<file path="src/rtl/conv_3x3_seq_if.sv">
// Stream-in / result-out bundle for conv_3x3_seq.
// Handshake rule for both channels: a word moves on a rising edge where valid
// and ready are both high. The source holds valid and data stable until that
// edge. The sink may raise or drop ready at any time.
interface conv_3x3_seq_if #(
  parameter int M = 32
);
  logic [M-1:0] in_data;
  logic         in_valid;
  logic         in_ready;
  logic [M-1:0] res_data;
  logic         res_valid;
  logic         res_ready;

  // Producer of the stream and consumer of results (bench / upstream side).
  modport master (
    output in_data, in_valid, res_ready,
    input  in_ready, res_data, res_valid
  );

  // The convolution sequencer.
  modport slave (
    input  in_data, in_valid, res_ready,
    output in_ready, res_data, res_valid
  );
endinterface

</file>
<file path="src/rtl/conv_3x3_seq.sv">
// Sequencer for a 3x3 convolution datapath.
// It streams 9 optional kernel words and 9 pixel words into the datapath.
// Kernel words go to addresses 9..17 and pixel words to addresses 0..8.
// After the datapath pipeline latency it captures the result and holds it
// until the result handshake completes.
module conv_3x3_seq #(
  parameter int M        = 32,
  parameter int PIPE_LAT = 12
) (
  input  logic                clk,
  input  logic                rst,
  input  logic                start,
  input  logic                reload_k,
  output logic                busy,
  conv_3x3_seq_if.slave       io,
  output logic [M-1:0]        dp_a,
  output logic [4:0]          dp_addr,
  output logic                dp_en,
  input  logic [M-1:0]        dp_out,
  output logic [15:0]         win_cnt,
  output logic [2:0]          dbg_state
);

  typedef enum logic [2:0] {
    S_IDLE   = 3'd0,
    S_LOAD_K = 3'd1,
    S_LOAD_P = 3'd2,
    S_WAIT   = 3'd3,
    S_OUT    = 3'd4
  } state_t;

  localparam int CW = $clog2(PIPE_LAT + 1) + 1;
  localparam logic [4:0] PARK_ADDR = 5'd31;

  state_t        state, state_nxt;
  logic          k_loaded;
  logic [3:0]    idx;
  logic [CW-1:0] wait_cnt;

  logic accept;
  logic last_word;
  logic capture;
  logic release_res;

  assign io.in_ready = (state == S_LOAD_K) || (state == S_LOAD_P);
  assign accept      = io.in_valid && io.in_ready;
  assign last_word   = (idx == 4'd8);
  assign capture     = (state == S_WAIT) && (wait_cnt == CW'(PIPE_LAT));
  assign release_res = (state == S_OUT) && io.res_valid && io.res_ready;

  assign busy      = (state != S_IDLE);
  assign dp_en     = (state == S_WAIT);
  assign dbg_state = state;

  // State register.
  always_ff @(posedge clk) begin
    if (rst) state <= S_IDLE;
    else     state <= state_nxt;
  end

  // Next-state logic; start is only looked at in IDLE.
  always_comb begin
    state_nxt = state;
    case (state)
      S_IDLE:   if (start) state_nxt = (reload_k || !k_loaded) ? S_LOAD_K : S_LOAD_P;
      S_LOAD_K: if (accept && last_word) state_nxt = S_LOAD_P;
      S_LOAD_P: if (accept && last_word) state_nxt = S_WAIT;
      S_WAIT:   if (capture) state_nxt = S_OUT;
      S_OUT:    if (release_res) state_nxt = S_IDLE;
      default:  state_nxt = S_IDLE;
    endcase
  end

  // Word index, kernel-valid flag and pipeline wait counter.
  always_ff @(posedge clk) begin
    if (rst) begin
      idx      <= '0;
      k_loaded <= 1'b0;
      wait_cnt <= '0;
    end else begin
      if (accept) idx <= last_word ? 4'd0 : idx + 4'd1;
      if (state == S_LOAD_K && accept && last_word) k_loaded <= 1'b1;
      if (state == S_LOAD_P && accept && last_word) wait_cnt <= '0;
      else if (state == S_WAIT)                     wait_cnt <= wait_cnt + 1'b1;
    end
  end

  // Datapath write port. The datapath writes every clock, so cycles without
  // an accepted word are steered to the park address with zero data.
  always_ff @(posedge clk) begin
    if (rst) begin
      dp_addr <= PARK_ADDR;
      dp_a    <= '0;
    end else if (accept) begin
      dp_addr <= (state == S_LOAD_K) ? (5'd9 + 5'(idx)) : 5'(idx);
      dp_a    <= io.in_data;
    end else begin
      dp_addr <= PARK_ADDR;
      dp_a    <= '0;
    end
  end

  // Result capture, hold and window counter.
  always_ff @(posedge clk) begin
    if (rst) begin
      io.res_data  <= '0;
      io.res_valid <= 1'b0;
      win_cnt      <= '0;
    end else if (capture) begin
      io.res_data  <= dp_out;
      io.res_valid <= 1'b1;
      win_cnt      <= win_cnt + 16'd1;
    end else if (release_res) begin
      io.res_valid <= 1'b0;
    end
  end

endmodule

</file>
<file path="src/flat_wrapper.sv">
// flat-port wrapper written by rule: the top's interface ports become plain ports
module conv_3x3_seq_flat 
#(
  parameter int M        = 32,
  parameter int PIPE_LAT = 12
)
  (clk, rst, start, reload_k, busy, dp_a, dp_addr, dp_en, dp_out, win_cnt, dbg_state, io_in_data, io_in_valid, io_res_ready, io_in_ready, io_res_data, io_res_valid);
  conv_3x3_seq_if #(.M(M)) io_i ();
  input  logic clk;
  input  logic rst;
  input  logic start;
  input  logic reload_k;
  output logic busy;
  output logic [M-1:0] dp_a;
  output logic [4:0] dp_addr;
  output logic dp_en;
  input  logic [M-1:0] dp_out;
  output logic [15:0] win_cnt;
  output logic [2:0] dbg_state;
  input wire logic [$bits(io_i.in_data)-1:0] io_in_data;
  input wire logic [$bits(io_i.in_valid)-1:0] io_in_valid;
  input wire logic [$bits(io_i.res_ready)-1:0] io_res_ready;
  output wire logic [$bits(io_i.in_ready)-1:0] io_in_ready;
  output wire logic [$bits(io_i.res_data)-1:0] io_res_data;
  output wire logic [$bits(io_i.res_valid)-1:0] io_res_valid;
  assign io_i.in_data = io_in_data;
  assign io_i.in_valid = io_in_valid;
  assign io_i.res_ready = io_res_ready;
  assign io_in_ready = io_i.in_ready;
  assign io_res_data = io_i.res_data;
  assign io_res_valid = io_i.res_valid;
  conv_3x3_seq #(.M(M), .PIPE_LAT(PIPE_LAT)) u_core (.clk(clk), .rst(rst), .start(start), .reload_k(reload_k), .busy(busy), .io(io_i), .dp_a(dp_a), .dp_addr(dp_addr), .dp_en(dp_en), .dp_out(dp_out), .win_cnt(win_cnt), .dbg_state(dbg_state));
endmodule
</file>
<file path="config.mk">
export PLATFORM = sky130hd
export DESIGN_NAME = conv_3x3_seq_flat
export DESIGN_NICKNAME = d
export VERILOG_FILES = /design/src/rtl/conv_3x3_seq_if.sv /design/src/rtl/conv_3x3_seq.sv /design/src/flat_wrapper.sv
export SDC_FILE = /design/constraint.sdc
export NUM_CORES = 1
export LEC_CHECK = 0
export ABC_AREA = 1
export CAP_MARGIN = 10
export CORE_MARGIN = 2
export CORE_UTILIZATION = 38
export CTS_CLUSTER_SIZE = 14
export DETAILED_ROUTE_END_ITERATION = 16
export PLACE_DENSITY = 0.82
export SLEW_MARGIN = 20
export SYNTH_ARGS = -nofsm -noshare
export SYNTH_HDL_FRONTEND = slang
export SYNTH_SLANG_ARGS = --single-unit
</file>
<file path="constraint.sdc">
create_clock -name clk -period 1.4 [get_ports clk]
set_clock_uncertainty 0.1 [all_clocks]
set_input_delay 0.28 -clock clk [delete_from_list [all_inputs] [get_ports clk]]
set_output_delay 0.28 -clock clk [all_outputs]
set_load 0.1 [all_outputs]
</file>
==> metrics.md, run 1 <==
| Metric | Value |
|---|---|
| Final Util | `86.6%` |
| Clock buffer depth | `2` |
| R2r startpoint | `u_core.wait_cnt[0]` |
| WL final | `16700 um` |
| Post-layout instance area | `8350 sq um` |
| Via count | `4447` |
| Number of port buffers | `161` |
| TritonCTS clock tree | `yes` |
| Num CTS Buffers | `9` |
| Fin crit share | `121%` |
| HP Class | `in -> reg` |
| Post-Place Setup Slack | `-0.276 ns` |
| Antenna violations before repair | `0` |
| Via density | `5.15` |
| Synth Warn # | `0` |
| Final routed DRC violation total | `0` |
| Failing checks | `negative setup slack` |
| Max cap viols | `0` |
| Tightest Pin Transition | `0.342 ns` |
| Die Ht | `103 um` |
| Worst IR Drop VDD | `0.673 mV` |
| Crit path DAT | `1.87 ns` |
| RSZ-0062 raised after global routing | `yes` |
| Pwr per Cell Area | `1100 nW/um^2` |
| Post-DP HPWL | `8610 um` |
| Clock-pin transition on the worst setup and hold timing paths | `0.11 ns` |
| First-pass DRT Iterations | `5` |
| Post-synthesis sequential area ratio | `53.1%` |
| Slew HR | `77.1%` |
| Pin count of the biggest net entering global routing | `46` |
| Crit Reg-Reg Endpoint | `u_core.win_cnt[4]` |
| Worst Hold Endpoint | `u_core.dp_a[31]` |
| Die X | `103 um` |
| Synth cell types | `30` |
| CP Cell Sequence | `inv_2 > ha_4 > inv_2 > nor2_4 > nand2_2 > nor2_4 > buf_6 > buf_6 > buf_6 > nand3_2 > nand2_2 > a2bb2oi_2` |
| Required time worst endpoint | `1.58 ns` |
| CP Launch Type | `register` |
| Sinks on Clock Net | `99` |
| Routed Antenna Nets | `0` |
| Hold path depth | `3` |
| Grt ovf | `0` |
| First-pass GRT wire length | `22700 um` |
| Buf/Inv on CP | `5` |
| R2r worst-path depth | `12` |
| Number of antenna diodes | `0` |
| Top delay family on crit path | `buffers and inverters` |
| Site row count | `36` |
| I/O pin cnt | `162` |
| CP max stage cell | `dfxtp_2` |
| Net Count, Synth | `565` |
| Mean Syn Cell Area | `7.62 sq um` |
| Layout area overhead | `124%` |
| CTS H-Tree Depth | `3` |
| Reg2reg setup slack | `-0.30 ns` |
| Layout cell share with drive strength beyond 1 | `51.7%` |
| Total GRT Usage | `28.2%` |
| Max-slew violations | `0` |
| Post-synthesis instance total | `490` |
| Highest clock rate | `0.590 GHz` |
| Core region area | `9640 sq um` |
| Critical Path Sink Type | `register` |
| Vias in the first global route | `4509` |
| CP dominant cell by count | `buf_6` |
| CP Class | `reg -> reg` |
| Status | `finished, violations left` |
| Synth Cell Area | `3730 sq um` |
| Lkg Pwr | `3.40 nW` |
| Slowest stage delay, CP | `0.34 ns` |
| Crit-path max FO | `5` |
| Root buffer cell | `clkbuf_8` |
| Minimum clock period | `1.70 ns` |
| Total power | `9.15 mW` |
| Synthesized flop and latch total | `99` |
| Fin nets | `801` |
| DRT iter0 DRCs | `177` |
| Placed Area | `6760 sq um` |
| Starting Density | `38.7%` |
| Wire per inst | `19.3 um` |
| Die Area | `10600 sq um` |
| Worst Hold Launch | `io_in_data[31]` |
| Final Wtd Congestion | `0.844` |
| Setup ws final | `-0.296 ns` |
| Final hold viol count | `0` |
| Final setup fails | `105` |
| Clk Latency, worst-skew pair | `0.37 ns` |
| WHS | `0.335 ns` |
[cells in the mapped netlist, drive strengths merged]
master / number / area share [%]
nand4: 7 / 1.2
dfxtp: 99 / 53
xnor2: 1 / 0.23
nand3: 18 / 2.5
or2: 2 / 0.33
ha: 5 / 1.7
o21ai: 41 / 5.5
nand3b: 1 / 0.20
inv: 64 / 6.4
buf: 9 / 1.8
xor2: 2 / 0.47
and3: 1 / 0.17
a31oi: 1 / 0.17
o211ai: 2 / 0.40
a2bb2oi: 1 / 0.23
nand2: 65 / 6.9
nor2: 137 / 14
nor3: 7 / 0.94
clkbuf: 8 / 0.80
a21oi: 19 / 2.5
[worst register-to-register path, delay by kind of cell (launching register included)]
family | cells | cell delay (ns)
AO/OA/AOI/OAI | 1 | 0.06
flip-flops | 1 | 0.34
AND/OR/NAND/NOR | 5 | 0.46
adder cells (fa/ha/maj) | 1 | 0.15
buffers and inverters | 5 | 0.49
[layer usage]
layer  routed length (um)  vias to the layer above  share of wire [%]  global-route usage (%)
li1                     -                     2010                  -                       -
met1                 5730                     2101                 34                    29.6
met2                 8840                      266                 53                    51.4
met3                 1260                       70                7.6                    8.00
met4                  835                        0                5.0                    13.9
met5                    0                        -                  0                       0
[worst max-delay path by stage]
stage	cells past startpoint	slack [ns]	startpoint	endpoint
after floorplan	7	-0.66	u_core.dbg_state[0]	u_core.win_cnt[13]
after global placement	8	-0.14	io_res_ready	u_core.dbg_state[1]
after detailed placement	9	-0.28	u_core.wait_cnt[0]	u_core.dbg_state[1]
after CTS	9	-0.22	u_core.wait_cnt[1]	u_core.win_cnt[3]
after global routing	12	-0.34	u_core.wait_cnt[0]	u_core.win_cnt[4]
final	12	-0.30	u_core.wait_cnt[0]	u_core.win_cnt[4]
[placed cells by master, fill, tap and decap left out, types with 25 or more instances in the layout]
master	count
nor2_4	41
buf_4	31
nand2_1	44
nor2_1	70
nor2_2	27
buf_6	29
buf_12	102
dfxtp_1	63
inv_1	54
clkdlybuf4s50_1	69
dfxtp_2	25
[logic make-up after synthesis]
logic type | share of synthesized area, %
fa+ha+maj | 1.68
xor+xnor | 0.704
simple gates | 26.7
compound gates | 8.84
buf+inv | 9.04
flops | 53.1
[registers in the layout (all words and copies together) (netlist names)]
register	cells
u_core.wait_cnt	5
u_core.idx	4
u_core.k_loaded	1
u_core.io.res_valid	1
u_core.win_cnt	16
u_core.io.res_data	32
u_core.dbg_state	3
u_core.dp_a	32
u_core.dp_addr	5
[repair_timing]
item | CTS | global route
pin swaps | 47 | 43
hold buffers | 0 | 0
hold endpoints to repair | 0 | 0
resized for setup | 186 | 112
endpoints found under the setup margin | 104 | 116
cloned | 12 | 1
setup buffers | 22 | 22
[report_power, final]
| part | switching [mW] | internal [mW] |
|---|---|---|
| logic | 2.52 | 1.73 |
| clock network | 1.03 | 0.700 |
| registers | 0.185 | 2.99 |
| total | 3.73 | 5.42 |
[per-stage QoR]
stage                     instances  TNS, ns
after floorplan                 490   -47.55
after global placement          804    -6.02
after detailed placement        804   -13.27
after CTS                       851   -10.26
after global routing            864   -22.72
final                           864   -17.54
[final cells by class]
| class | instances | area, sq um |
|---|---|---|
| well taps | 133 | 166 |
| clock inverters | 4 | 23.8 |
| fillers | 445 | 1290 |
| clock buffers | 12 | 145 |
| inverters | 64 | 250 |
| multi-input cells | 312 | 2190 |
| flip-flops and latches | 99 | 2050 |
| repair buffers | 240 | 3520 |
Power figures use the tool's default switching activity.
==> inputs of run 2 (changes only) <==
--- a/config.mk
+++ b/config.mk
@@ -11,6 +11,7 @@
 export CORE_UTILIZATION = 38
 export CTS_CLUSTER_SIZE = 14
 export DETAILED_ROUTE_END_ITERATION = 16
+export HOLD_SLACK_MARGIN = 0.03
 export PLACE_DENSITY = 0.82
 export SLEW_MARGIN = 20
 export SYNTH_ARGS = -nofsm -noshare
==> results of run 2 <==
Same layout as run 1: the final DEF is identical, and so are final timing and power.
